### src/rtl/mips_dbg_pkg.sv
// Shared constants for the MIPS host debug sequencer.
//  - Host command bytes.
//  - Sequencer state encoding.
//  - Number of words in a register dump.
// Optional feature macro: DBG_CYCLE_COUNT_EN adds a cycle-count word to the dump.
package mips_dbg_pkg;

  localparam logic [7:0] CMD_LOAD = 8'h4C;  // 'L'
  localparam logic [7:0] CMD_CONT = 8'h43;  // 'C'
  localparam logic [7:0] CMD_STEP = 8'h53;  // 'S'

  typedef enum logic [2:0] {
    IDLE     = 3'd0,
    LD_CNT   = 3'd1,
    LD_BYTE  = 3'd2,
    LD_WRITE = 3'd3,
    RUN      = 3'd4,
    STEP     = 3'd5,
    DUMP     = 3'd6
  } dbg_state_e;

  localparam int unsigned N_REGS_DEF = 8;

  // PC + registers (+ cycle count when enabled)
  function automatic int unsigned dump_words(input int unsigned n_regs);
`ifdef DBG_CYCLE_COUNT_EN
    return n_regs + 2;
`else
    return n_regs + 1;
`endif
  endfunction

  localparam int unsigned DUMP_WORDS = dump_words(N_REGS_DEF);

endpackage

### src/rtl/mips_debug_ctrl_serializer.sv
// dbg_tx_serializer: captures a snapshot of n_words words and streams it to
// the UART TX one byte at a time, word 0 first, each word LSB byte first.
// Ports:
//  clk, reset   clock, asynchronous active-low reset
//  load         1-cycle strobe: capture snap and start a new dump
//  snap         snapshot, word 0 in the low bits
//  tx_done      UART finished the previous byte (ignored when none is outstanding)
//  tx_data      byte to transmit
//  tx_start     1-cycle strobe: send tx_data
//  done         1-cycle (combinational) pulse on the last byte's tx_done
module dbg_tx_serializer #(
  parameter int unsigned len_data = 32,
  parameter int unsigned len_byte = 8,
  parameter int unsigned n_words  = 9
) (
  input  logic                         clk,
  input  logic                         reset,
  input  logic                         load,
  input  logic [n_words*len_data-1:0]  snap,
  input  logic                         tx_done,
  output logic [len_byte-1:0]          tx_data,
  output logic                         tx_start,
  output logic                         done
);

  localparam int unsigned NB = n_words * len_data / len_byte;
  localparam int unsigned IW = $clog2(NB);

  logic [n_words*len_data-1:0] snap_q, snap_d;
  logic [IW-1:0]               idx_q, idx_d, idx_nxt;
  logic                        pend_q, pend_d;    // first byte to be launched next edge
  logic                        outst_q, outst_d;  // a byte is on the wire
  logic                        tx_start_q, tx_start_d;
  logic [len_byte-1:0]         tx_data_q, tx_data_d;
  logic                        last;

  always_comb begin
    snap_d     = snap_q;
    idx_d      = idx_q;
    pend_d     = pend_q;
    outst_d    = outst_q;
    tx_start_d = 1'b0;
    tx_data_d  = tx_data_q;
    done       = 1'b0;
    idx_nxt    = idx_q + 1'b1;
    last       = (idx_q == IW'(NB - 1));

    if (load) begin
      snap_d  = snap;
      idx_d   = '0;
      pend_d  = 1'b1;
      outst_d = 1'b0;
    end else if (pend_q) begin
      tx_start_d = 1'b1;
      tx_data_d  = snap_q[len_byte*idx_q +: len_byte];
      outst_d    = 1'b1;
      pend_d     = 1'b0;
    end else if (outst_q && tx_done) begin
      if (last) begin
        outst_d = 1'b0;
        done    = 1'b1;
      end else begin
        idx_d      = idx_nxt;
        tx_start_d = 1'b1;
        tx_data_d  = snap_q[len_byte*idx_nxt +: len_byte];
      end
    end
  end

  always_ff @(posedge clk or negedge reset) begin
    if (!reset) begin
      snap_q     <= '0;
      idx_q      <= '0;
      pend_q     <= 1'b0;
      outst_q    <= 1'b0;
      tx_start_q <= 1'b0;
      tx_data_q  <= '0;
    end else begin
      snap_q     <= snap_d;
      idx_q      <= idx_d;
      pend_q     <= pend_d;
      outst_q    <= outst_d;
      tx_start_q <= tx_start_d;
      tx_data_q  <= tx_data_d;
    end
  end

  assign tx_start = tx_start_q;
  assign tx_data  = tx_data_q;

endmodule

### src/rtl/mips_debug_ctrl.sv
// mips_debug_ctrl: host-facing sequencer for the MIPS pipeline.
//  'L' N w0..wN-1 : load N words (4 bytes each, LSB first) into instruction memory from address 0
//  'C'            : run until halt_flag, then dump PC and registers
//  'S'            : advance one cycle (unless halted), then dump
// Ports:
//  clk, reset                 clock, asynchronous active-low reset
//  rx_data, rx_done           received byte + valid strobe
//  tx_done                    UART finished previous byte
//  halt_flag                  pipeline halted (level)
//  in_pc, in_regs             state to dump (reg0 in low bits)
//  tx_data, tx_start          byte to send + strobe
//  debug_flag                 instruction memory owned by the loader
//  out_addr_mem, out_ins_to_mem, wea_ram_inst   instruction-memory write port
//  cpu_en                     pipeline advance enable
//  busy                       sequencer not idle
// Optional feature macro: DBG_CYCLE_COUNT_EN appends a saturating cpu_en cycle count to the dump.
module mips_debug_ctrl
  import mips_dbg_pkg::*;
#(
  parameter int unsigned len_data = 32,
  parameter int unsigned len_addr = 7,
  parameter int unsigned len_byte = 8,
  parameter int unsigned n_regs   = N_REGS_DEF
) (
  input  logic                       clk,
  input  logic                       reset,
  input  logic [len_byte-1:0]        rx_data,
  input  logic                       rx_done,
  input  logic                       tx_done,
  input  logic                       halt_flag,
  input  logic [len_data-1:0]        in_pc,
  input  logic [n_regs*len_data-1:0] in_regs,
  output logic [len_byte-1:0]        tx_data,
  output logic                       tx_start,
  output logic                       debug_flag,
  output logic [len_addr-1:0]        out_addr_mem,
  output logic [len_data-1:0]        out_ins_to_mem,
  output logic                       wea_ram_inst,
  output logic                       cpu_en,
  output logic                       busy
);

  localparam int unsigned NWORDS = dump_words(n_regs);
  localparam int unsigned SNAP_W = NWORDS * len_data;
  localparam int unsigned BPW    = len_data / len_byte;
  localparam int unsigned BCW    = (BPW > 1) ? $clog2(BPW) : 1;

  dbg_state_e            state_q, state_d;
  logic [len_byte-1:0]   words_left_q, words_left_d;
  logic [BCW-1:0]        byte_cnt_q, byte_cnt_d;
  logic [len_data-1:0]   word_q, word_d;
  logic [len_addr-1:0]   addr_q, addr_d;
  logic                  ser_load, ser_done, cmd_start;
  logic [SNAP_W-1:0]     snap;

  // Halt masks cpu_en in the same cycle it is seen.
  assign cpu_en    = ((state_q == RUN) || (state_q == STEP)) && !halt_flag;
  assign cmd_start = (state_q == IDLE) && rx_done &&
                     ((rx_data == CMD_CONT) || (rx_data == CMD_STEP));

  always_comb begin
    state_d      = state_q;
    words_left_d = words_left_q;
    byte_cnt_d   = byte_cnt_q;
    word_d       = word_q;
    addr_d       = addr_q;
    ser_load     = 1'b0;

    unique case (state_q)
      IDLE: begin
        if (rx_done) begin
          if (rx_data == CMD_LOAD) begin
            state_d = LD_CNT;
            addr_d  = '0;  // every load image starts at address 0
          end else if (rx_data == CMD_CONT) begin
            state_d = RUN;
          end else if (rx_data == CMD_STEP) begin
            state_d = STEP;
          end
        end
      end
      LD_CNT: begin
        if (rx_done) begin
          if (rx_data == '0) begin
            state_d = IDLE;
          end else begin
            words_left_d = rx_data;
            byte_cnt_d   = '0;
            state_d      = LD_BYTE;
          end
        end
      end
      LD_BYTE: begin
        if (rx_done) begin
          // the previous word stays visible until the first byte of the next arrives
          if (byte_cnt_q == '0) begin
            word_d = len_data'(rx_data);
          end else begin
            word_d[len_byte*byte_cnt_q +: len_byte] = rx_data;
          end
          byte_cnt_d = byte_cnt_q + 1'b1;
          if (byte_cnt_q == BCW'(BPW - 1)) begin
            byte_cnt_d = '0;
            state_d    = LD_WRITE;
          end
        end
      end
      LD_WRITE: begin
        addr_d       = addr_q + 1'b1;
        words_left_d = words_left_q - 1'b1;
        state_d      = (words_left_q == len_byte'(1)) ? IDLE : LD_BYTE;
      end
      RUN: begin
        if (halt_flag) begin
          state_d  = DUMP;
          ser_load = 1'b1;
        end
      end
      STEP: begin
        state_d  = DUMP;
        ser_load = 1'b1;
      end
      DUMP: begin
        if (ser_done) state_d = IDLE;
      end
      default: state_d = IDLE;
    endcase
  end

`ifdef DBG_CYCLE_COUNT_EN
  logic [31:0] cyc_cnt_q, cyc_cnt_d;

  always_comb begin
    cyc_cnt_d = cyc_cnt_q;
    if (cmd_start) begin
      cyc_cnt_d = '0;
    end else if (cpu_en && (cyc_cnt_q != '1)) begin
      cyc_cnt_d = cyc_cnt_q + 32'd1;
    end
  end

  always_ff @(posedge clk or negedge reset) begin
    if (!reset) cyc_cnt_q <= '0;
    else        cyc_cnt_q <= cyc_cnt_d;
  end

  // the step cycle's own increment lands on the same edge as the snapshot
  assign snap = {len_data'(cyc_cnt_d), in_regs, in_pc};
`else
  assign snap = {in_regs, in_pc};
`endif

  always_ff @(posedge clk or negedge reset) begin
    if (!reset) begin
      state_q      <= IDLE;
      words_left_q <= '0;
      byte_cnt_q   <= '0;
      word_q       <= '0;
      addr_q       <= '0;
    end else begin
      state_q      <= state_d;
      words_left_q <= words_left_d;
      byte_cnt_q   <= byte_cnt_d;
      word_q       <= word_d;
      addr_q       <= addr_d;
    end
  end

  dbg_tx_serializer #(
    .len_data (len_data),
    .len_byte (len_byte),
    .n_words  (NWORDS)
  ) u_ser (
    .clk      (clk),
    .reset    (reset),
    .load     (ser_load),
    .snap     (snap),
    .tx_done  (tx_done),
    .tx_data  (tx_data),
    .tx_start (tx_start),
    .done     (ser_done)
  );

  assign debug_flag     = (state_q == LD_CNT) || (state_q == LD_BYTE) || (state_q == LD_WRITE);
  assign wea_ram_inst   = (state_q == LD_WRITE);
  assign out_addr_mem   = addr_q;
  assign out_ins_to_mem = word_q;
  assign busy           = (state_q != IDLE);

endmodule

### config.mk
export PLATFORM = sky130hd
export DESIGN_NAME = mips_debug_ctrl
export DESIGN_NICKNAME = d
export VERILOG_FILES = /design/src/rtl/mips_dbg_pkg.sv /design/src/rtl/mips_debug_ctrl_serializer.sv /design/src/rtl/mips_debug_ctrl.sv
export SDC_FILE = /design/constraint.sdc
export NUM_CORES = 1
export LEC_CHECK = 0
export BUFFER_PORTS_ARGS = -buffer_cell sky130_fd_sc_hd__buf_2
export CAP_MARGIN = 20
export CORE_MARGIN = 8
export CORE_UTILIZATION = 50
export DETAILED_ROUTE_END_ITERATION = 10
export PLACE_DENSITY = 0.73
export SLEW_MARGIN = 20
export SYNTH_ARGS = -nofsm -noshare
export SYNTH_HDL_FRONTEND = slang
export SYNTH_SLANG_ARGS = --single-unit
### constraint.sdc
create_clock -name clk -period 2.3 [get_ports clk]
set_input_delay 0.23 -clock clk [delete_from_list [all_inputs] [get_ports clk]]
set_output_delay 0.23 -clock clk [all_outputs]
set_load 0.1 [all_outputs]
==> results.py, run 1 <==
metrics = {
    "run_status": {
        "status": "complete, but fails checks",
        "violations": "negative setup slack",
    },
    "cells_and_area": {
        "area_growth_pct": 38.3,
        "drive_gt1_share_pct": 40.0,
        "nets": 2502,
        "fill_cells": 2565,
        "fin_util_pct": 69.6,
    },
    "synthesis": {
        "synth-edff-count": 0,
        "ys_seq_area_share_pct": 47.5,
        "syn_nets": 1846,
        "yosys.area.top_type": "dfrtp_1",
        "synthTopCellsByArea": "dfrtp_1, mux2_2, mux2i_1",
        "yosysWarnings": 0,
        "synthDominantCellAreaShare_pct": 47.5,
        "synthArstFlopShare_pct": 100,
        "netlist_area_sq_um": 18800,
        "synth_cells": 1535,
        "yosysMostFrequentCell": "dfrtp_1",
        "syn_area_per_cell_sq_um": 12.3,
        "ys_top_cells_by_count": "dfrtp_1, mux2_2, mux2i_1, nand2_1, o21ai_0",
        "synth_flop_cell": "dfrtp_1",
        "synth.distinct_cells": 62,
        "ys_seq_elements": 357,
    },
    "clock_network": {
        "clkLatencyLatePin_ns": 0.56,
        "cts_tree": "built",
        "h-tree-depth": 2,
        "clk_pin_slew_ns": 0.06,
        "cts.sink_count": 357,
        "cts_inserted_buffers": 40,
        "cts_root_buf": "clkbuf_16",
        "clk_path_buf_depth": 3,
    },
    "timing": {
        "worst_slack_ns": -0.0287,
        "slew_violations": 0,
        "setup_violations": 2,
        "period_share_pct": 101,
        "rsz0062_at_grt": "yes",
        "fin_skew_ns": 0.0190,
        "hold_violations": 0,
        "max_freq_ghz": 0.429,
        "fin_crit_ns": 2.33,
        "worst_pin_slew_ns": 0.884,
        "slew_headroom_pct": 40.9,
        "whs_ns": 0.0367,
    },
    "placed_design": {
        "routabilityCongestion": 0.907,
        "dp_hpwl_microns": 41300,
        "port_buffers": 352,
    },
    "setup_path": {
        "cp_cell_sequence": "ha_4 -> buf_12 -> mux2i_1 -> mux4_2 -> o21ai_1 -> o211ai_1 -> nand3_1",
        "r2r_cells": 7,
        "endpoint": "u_ser.tx_data[1]",
        "crit_arrival_ns": 2.81,
        "max_stage_delay_ns": 0.51,
        "criticalPathCategory": "flop to flop",
        "critPathLaunchType": "flop",
        "crit_path_start": "u_ser.idx_q[0]",
        "critPathSlowestCell": "dfrtp_4",
        "path_max_fanout": 24,
        "reg2reg_to": "u_ser.tx_data[1]",
        "r2r_slack_ns": -0.03,
        "cp.required_ns": 2.79,
        "r2r_start": "u_ser.idx_q[0]",
        "critPathCaptureType": "flop",
    },
    "grt": {
        "grt_most_used_layer": "met2",
        "grt_pass1_vias": 16822,
        "grt_use_total_pct": 28.3,
        "met1_usage_pct": 34.8,
        "grt_max_degree": 98,
        "gr-usage-met3_pct": 7.28,
        "antenna_found_initial": 11,
        "grt_pass1_wl_microns": 98300,
        "overflow": 0,
        "grtUsageMet2_pct": 46.4,
    },
    "route": {
        "routed_wirelength_microns": 64500,
        "wl_per_cell_microns": 23.5,
        "drt-pass1-iter-count": 5,
        "drtIter0Drc": 1174,
        "num_vias": 15870,
        "viasPerCell": 5.79,
        "drcViolationCount": 0,
        "final_antenna_net_count": 0,
    },
    "floorplan": {
        "fp.dieW_microns": 210,
        "die_area_sq_um": 44100,
        "chipHeight_microns": 210,
        "rows": 71,
        "io_pins": 353,
        "core_area_sq_um": 37400,
        "start_util_pct": 50.3,
    },
    "power_and_ir_drop": {
        "p_sw_mw": 16.2,
        "ir_worst_vdd_mv": 1.46,
        "swShare_pct": 41.9,
        "p_leak_nw": 11.3,
        "cellPowerDensity_nw_per_um2": 1490,
        "comb_power_share_pct": 52.6,
        "total_power_mw": 38.8,
        "clockPowerShare_pct": 16.0,
        "seq_power_share_pct": 31.4,
        "internal-power_mw": 22.5,
    },
    "flow_run": {
        "cap_violations": 0,
    },
    "min_path": {
        "min_path_type": "input pin to flop",
    },
}
-- layer usage --
metal  part of all wire, %  vias to the layer above
met3                   7.4                      194
li1                      -                     7024
met4                   5.1                        2
met1                    39                     7924
met5                 0.012                        -
met2                    48                      726
-- metrics by stage --
step / setup TNS, ns / cell area, sq um / worst slack [ns] / instances
floorplan: 0 / 18800 / 0.112 / 1535
global placement: -0.442 / 21600 / -0.149 / 2365
detailed placement: -0.651 / 21600 / -0.170 / 2365
CTS: -0.0557 / 25800 / -0.0557 / 2726
global route: -0.162 / 26000 / -0.0472 / 2741
finish: -0.0367 / 26000 / -0.0287 / 2741
-- power by group through the flow --
stage | sequential, mW | clock, mW | combinational, mW
finish | 12.2 | 6.22 | 20.4
global route | 12.5 | 6.55 | 21.5
CTS | 12.0 | 6.27 | 19.5
detailed placement | 12.0 | 0 | 18.8
global placement | 11.8 | 0 | 18.5
floorplan | 13.1 | 0 | 12.3
-- final cells by class --
| cell class | count | area (sq um) | share of cell area [%] |
|---|---|---|---|
| diodes | 10 | 25.0 | 0.0961 |
| clock buffers | 61 | 1160 | 4.46 |
| clock inverters | 10 | 82.6 | 0.317 |
| inverters | 19 | 72.6 | 0.279 |
| multi-input cells | 1046 | 9460 | 36.3 |
| flip-flops and latches | 357 | 8940 | 34.3 |
| well taps | 511 | 639 | 2.46 |
| repair buffers | 727 | 5660 | 21.7 |
-- worst min path at each step --
stage | startpoint | slack (ns) | to | depth (start not counted)
floorplan | reset | -0.07 | byte_cnt_q[0] | 0
global placement | reset | 0.19 | u_ser.snap_q[162] | 1
CTS | rx_data[1] | 0.006 | out_ins_to_mem[1] | 3
global route | rx_data[1] | 0.03 | out_ins_to_mem[1] | 3
finish | rx_data[1] | 0.04 | out_ins_to_mem[25] | 3
detailed placement | reset | 0.19 | u_ser.snap_q[178] | 1
-- repair_timing --
action	4_1_cts	5_1_grt
pin swaps	0	1
resized for setup	13	17
endpoints found under the setup margin	8	9
cloned	0	3
setup buffers	0	2
endpoints found under the hold margin	342	0
hold buffers	290	0
-- worst max-delay path: cells and delay by family, from the launching register on --
family / cells / cell delay (ns)
DFF: 1 / 0.51
AOI/OAI and AO/OA: 2 / 0.39
adders and majority gates: 1 / 0.38
and+or+nand+nor: 1 / 0.10
muxes: 2 / 0.62
buffers and inverters: 1 / 0.22
-- cell families after synthesis --
logic type | synth area share, %
simple gates | 6.57
flops | 47.5
compound gates | 6.92
xor+xnor | 0.691
mux | 34.4
buf+inv | 3.26
fa+ha+maj | 0.665
-- flip-flops by register name (all words and copies together) (netlist names) --
name and cells:
u_ser.snap_q 288, u_ser.outst_q 1, words_left_q 8, byte_cnt_q 2, out_addr_mem 7, u_ser.tx_start 1
u_ser.tx_data 8, u_ser.idx_q 6, state_q 3, out_ins_to_mem 32, u_ser.pend_q 1
-- layout by cell type, fill, tap and decap left out, types with 9 or more instances in the layout --
master         netlist  routed
a221o_1             12      12
buf_12               0      20
clkbuf_16            0      44
nor2_1              39      37
clkbuf_1            42      14
nand3_1             31      30
mux2_2             312     312
nand4_1              9       9
nor3_1              25      25
buf_2               52     350
dfrtp_1            357     353
diode_2              0      10
nand2_1            108     108
dlygate4sd3_1        0     290
ha_1                10       9
mux2i_1            208     206
o22ai_1             49      48
inv_1               17      17
o21ai_0             57      54
mux4_2              39      39
a21oi_1             25      25
buf_4               12      60
a22oi_1             10      10
(Power assumes the default switching activity.)
==> run 2, diff against run 1 <==
--- a/config.mk
+++ b/config.mk
@@ -10,7 +10,8 @@
 export CORE_MARGIN = 8
 export CORE_UTILIZATION = 50
 export DETAILED_ROUTE_END_ITERATION = 10
-export PLACE_DENSITY = 0.73
+export PLACE_DENSITY = 0.7
+export SETUP_SLACK_MARGIN = 0.4
 export SLEW_MARGIN = 20
 export SYNTH_ARGS = -nofsm -noshare
 export SYNTH_HDL_FRONTEND = slang
==> constraint.sdc (replaced) <==
create_clock -name clk -period 2.8 [get_ports clk]
set_input_delay 0.28 -clock clk [delete_from_list [all_inputs] [get_ports clk]]
set_output_delay 0.28 -clock clk [all_outputs]
set_load 0.1 [all_outputs]
==> run 2 against run 1 <==
  * The flow now finishes without violations
  * Worst setup slack improved by 0.44 ns
  * Combinational power shrank 23%
  * Routed wire length down 3.2%
  * Hold slack got worse by 0.017 ns
  * Global-route usage decreased by 0.28 points
  * Cell count down 1.0%
  * Register-to-register slack better by 0.44 ns
==> results.py, run 2 (synthesis results as in run 1) <==
metrics = {
    "cells_and_area": {
        "mostFrequentLayoutCell": "dfrtp_1",
        "largest_register_ffs": 288,
        "largest_register": "u_ser.snap_q",
        "multi_input_area_sq_um": 9420,
        "drive_gt1_share_pct": 39.4,
        "fill_cells": 2559,
        "area_growth_pct": 37.1,
        "seqCellArea_sq_um": 8940,
        "nets": 2474,
        "stdcell_count": 2713,
        "final_cell_mix": "dfrtp_1, buf_2, mux2_2, dlygate4sd3_1, mux2i_1",
    },
    "grt": {
        "grt_pass1_vias": 16796,
        "grt_max_degree": 124,
        "antenna_found_initial": 9,
        "overflow": 0,
        "grt_use_total_pct": 28.1,
        "grt_pass1_wl_microns": 97800,
    },
    "clock_network": {
        "cts_tree": "built",
        "clk_path_buf_depth": 3,
        "cts.sink_count": 357,
        "cts_inserted_buffers": 40,
        "clk_pin_slew_ns": 0.06,
        "h-tree-depth": 2,
        "clkLatencyLatePin_ns": 0.56,
        "cts_root_buf": "clkbuf_16",
    },
    "route": {
        "viasPerCell": 5.74,
        "num_vias": 15569,
        "drtIter0Drc": 1081,
        "final_antenna_net_count": 0,
        "drcViolationCount": 0,
        "routed_wirelength_microns": 62500,
        "wl_per_cell_microns": 23.0,
        "drt-pass1-iter-count": 5,
    },
    "placed_design": {
        "routabilityCongestion": 0.891,
        "dp_hpwl_microns": 40300,
        "place_inst": 2333,
        "port_buffers": 352,
    },
    "setup_path": {
        "max_stage_delay_ns": 0.52,
        "reg2reg_to": "u_ser.tx_data[6]",
        "crit_arrival_ns": 2.89,
        "path_delay_family": "compound AO/OA/AOI/OAI gates",
        "critPathCaptureType": "flop",
        "r2r_start": "u_ser.idx_q[1]",
        "path_max_fanout": 8,
        "crit_buf_inv": 2,
        "critPathSlowestCell": "dfrtp_4",
        "r2r_cells": 9,
        "path_depth": 9,
        "criticalPathCategory": "flop to flop",
        "cp_cell_sequence": "ha_4 -> nand2b_2 -> buf_4 -> buf_4 -> o22ai_1 -> nor4_1 -> a311oi_1 -> a32oi_1 -> nand3_1",
        "r2r_slack_ns": 0.41,
        "cp.required_ns": 3.30,
        "critPathLaunchType": "flop",
        "cp_common_cell": "buf_4",
    },
    "timing": {
        "slew_violations": 0,
        "hold_violations": 0,
        "fin_skew_ns": 0.0137,
        "period_share_pct": 85.3,
        "fin_crit_ns": 2.39,
        "whs_ns": 0.0198,
        "worst_pin_slew_ns": 0.980,
        "setup_violations": 0,
        "slew_headroom_pct": 34.2,
        "max_freq_ghz": 0.419,
        "rsz0062_at_grt": "yes",
        "tns_ns": 0,
    },
    "floorplan": {
        "rows": 71,
        "start_util_pct": 50.3,
        "die_area_sq_um": 44100,
        "fp.dieW_microns": 210,
        "chipHeight_microns": 210,
        "io_pins": 353,
        "core_area_sq_um": 37400,
    },
    "min_path": {
        "holdPathStages": 2,
        "min_path_type": "input pin to flop",
        "worstHoldStart": "in_regs[166]",
        "hold_path_end": "u_ser.snap_q[198]",
    },
    "power_and_ir_drop": {
        "total_power_mw": 31.0,
        "cellPowerDensity_nw_per_um2": 1200,
        "ir_worst_vdd_mv": 0.964,
        "p_leak_nw": 11.2,
    },
    "flow_run": {
        "cap_violations": 0,
    },
    "run_status": {
        "status": "finished, final reports clean",
    },
}
==> run 2: cell count changes in the layout (fill, tap and decap cells not counted), sizes merged <==
cell         change
diode            -1
clkinvlp         +1
bufinv           +2
dlygate4sd3      -2
clkbuf           -2
inv              -1
bufbuf           +1
buf             -26
==> run 2: how the worst max path moves through the flow <==
stage | end | startpoint
final | u_ser.tx_data[6] | u_ser.idx_q[1]
after global placement | u_ser.tx_data[2] | u_ser.idx_q[1]
after floorplan | debug_flag | state_q[0]
after detailed placement | u_ser.tx_data[2] | u_ser.idx_q[1]
after global routing | u_ser.tx_data[4] | u_ser.idx_q[0]
after CTS | wea_ram_inst | state_q[1]
==> run 2: timing repair <==
action | in CTS | in global routing
hold endpoints to repair | 342 | 1
cloned | 1 | 2
buffers inserted | 4 | 4
hold buffers | 287 | 1
gates resized for setup | 11 | 19
endpoints found under the setup margin | 9 | 21
pin swaps | 3 | 2
==> run 2: area by class of cell <==
| type | instances | share of cell area, % |
|---|---|---|
| Clock inverter | 12 | 0.548 |
| Timing Repair Buffer | 699 | 20.9 |
| Sequential cell | 357 | 34.6 |
| Inverter | 19 | 0.281 |
| Multi-Input combinational cell | 1046 | 36.5 |
| Clock buffer | 60 | 4.60 |
| Tap cell | 511 | 2.48 |
| Antenna cell | 9 | 0.0873 |
==> run 2: routing by layer <==
layer	global-route usage (%)	routed length (microns)
met5	0	20
met3	7.38	4500
met1	34.8	25100
met4	13.5	2950
met2	45.4	29900
==> run 2: per-stage QoR <==
stage	worst slack [ns]	instance area [sq um]	util [%]
3_3_place_gp	0.352	21300	56.9
6_report	0.412	25800	69.0
5_1_grt	0.305	25800	69.0
2_1_floorplan	0.562	18800	-
3_5_place_dp	0.308	21300	56.9
4_1_cts	0.358	25600	68.5
==> run 2: power breakdown <==
part           total, mW  internal, mW  switching, mW
sequential          9.94          7.69           2.25
clock               5.37          3.21           2.17
combinational       15.7          7.43           8.27
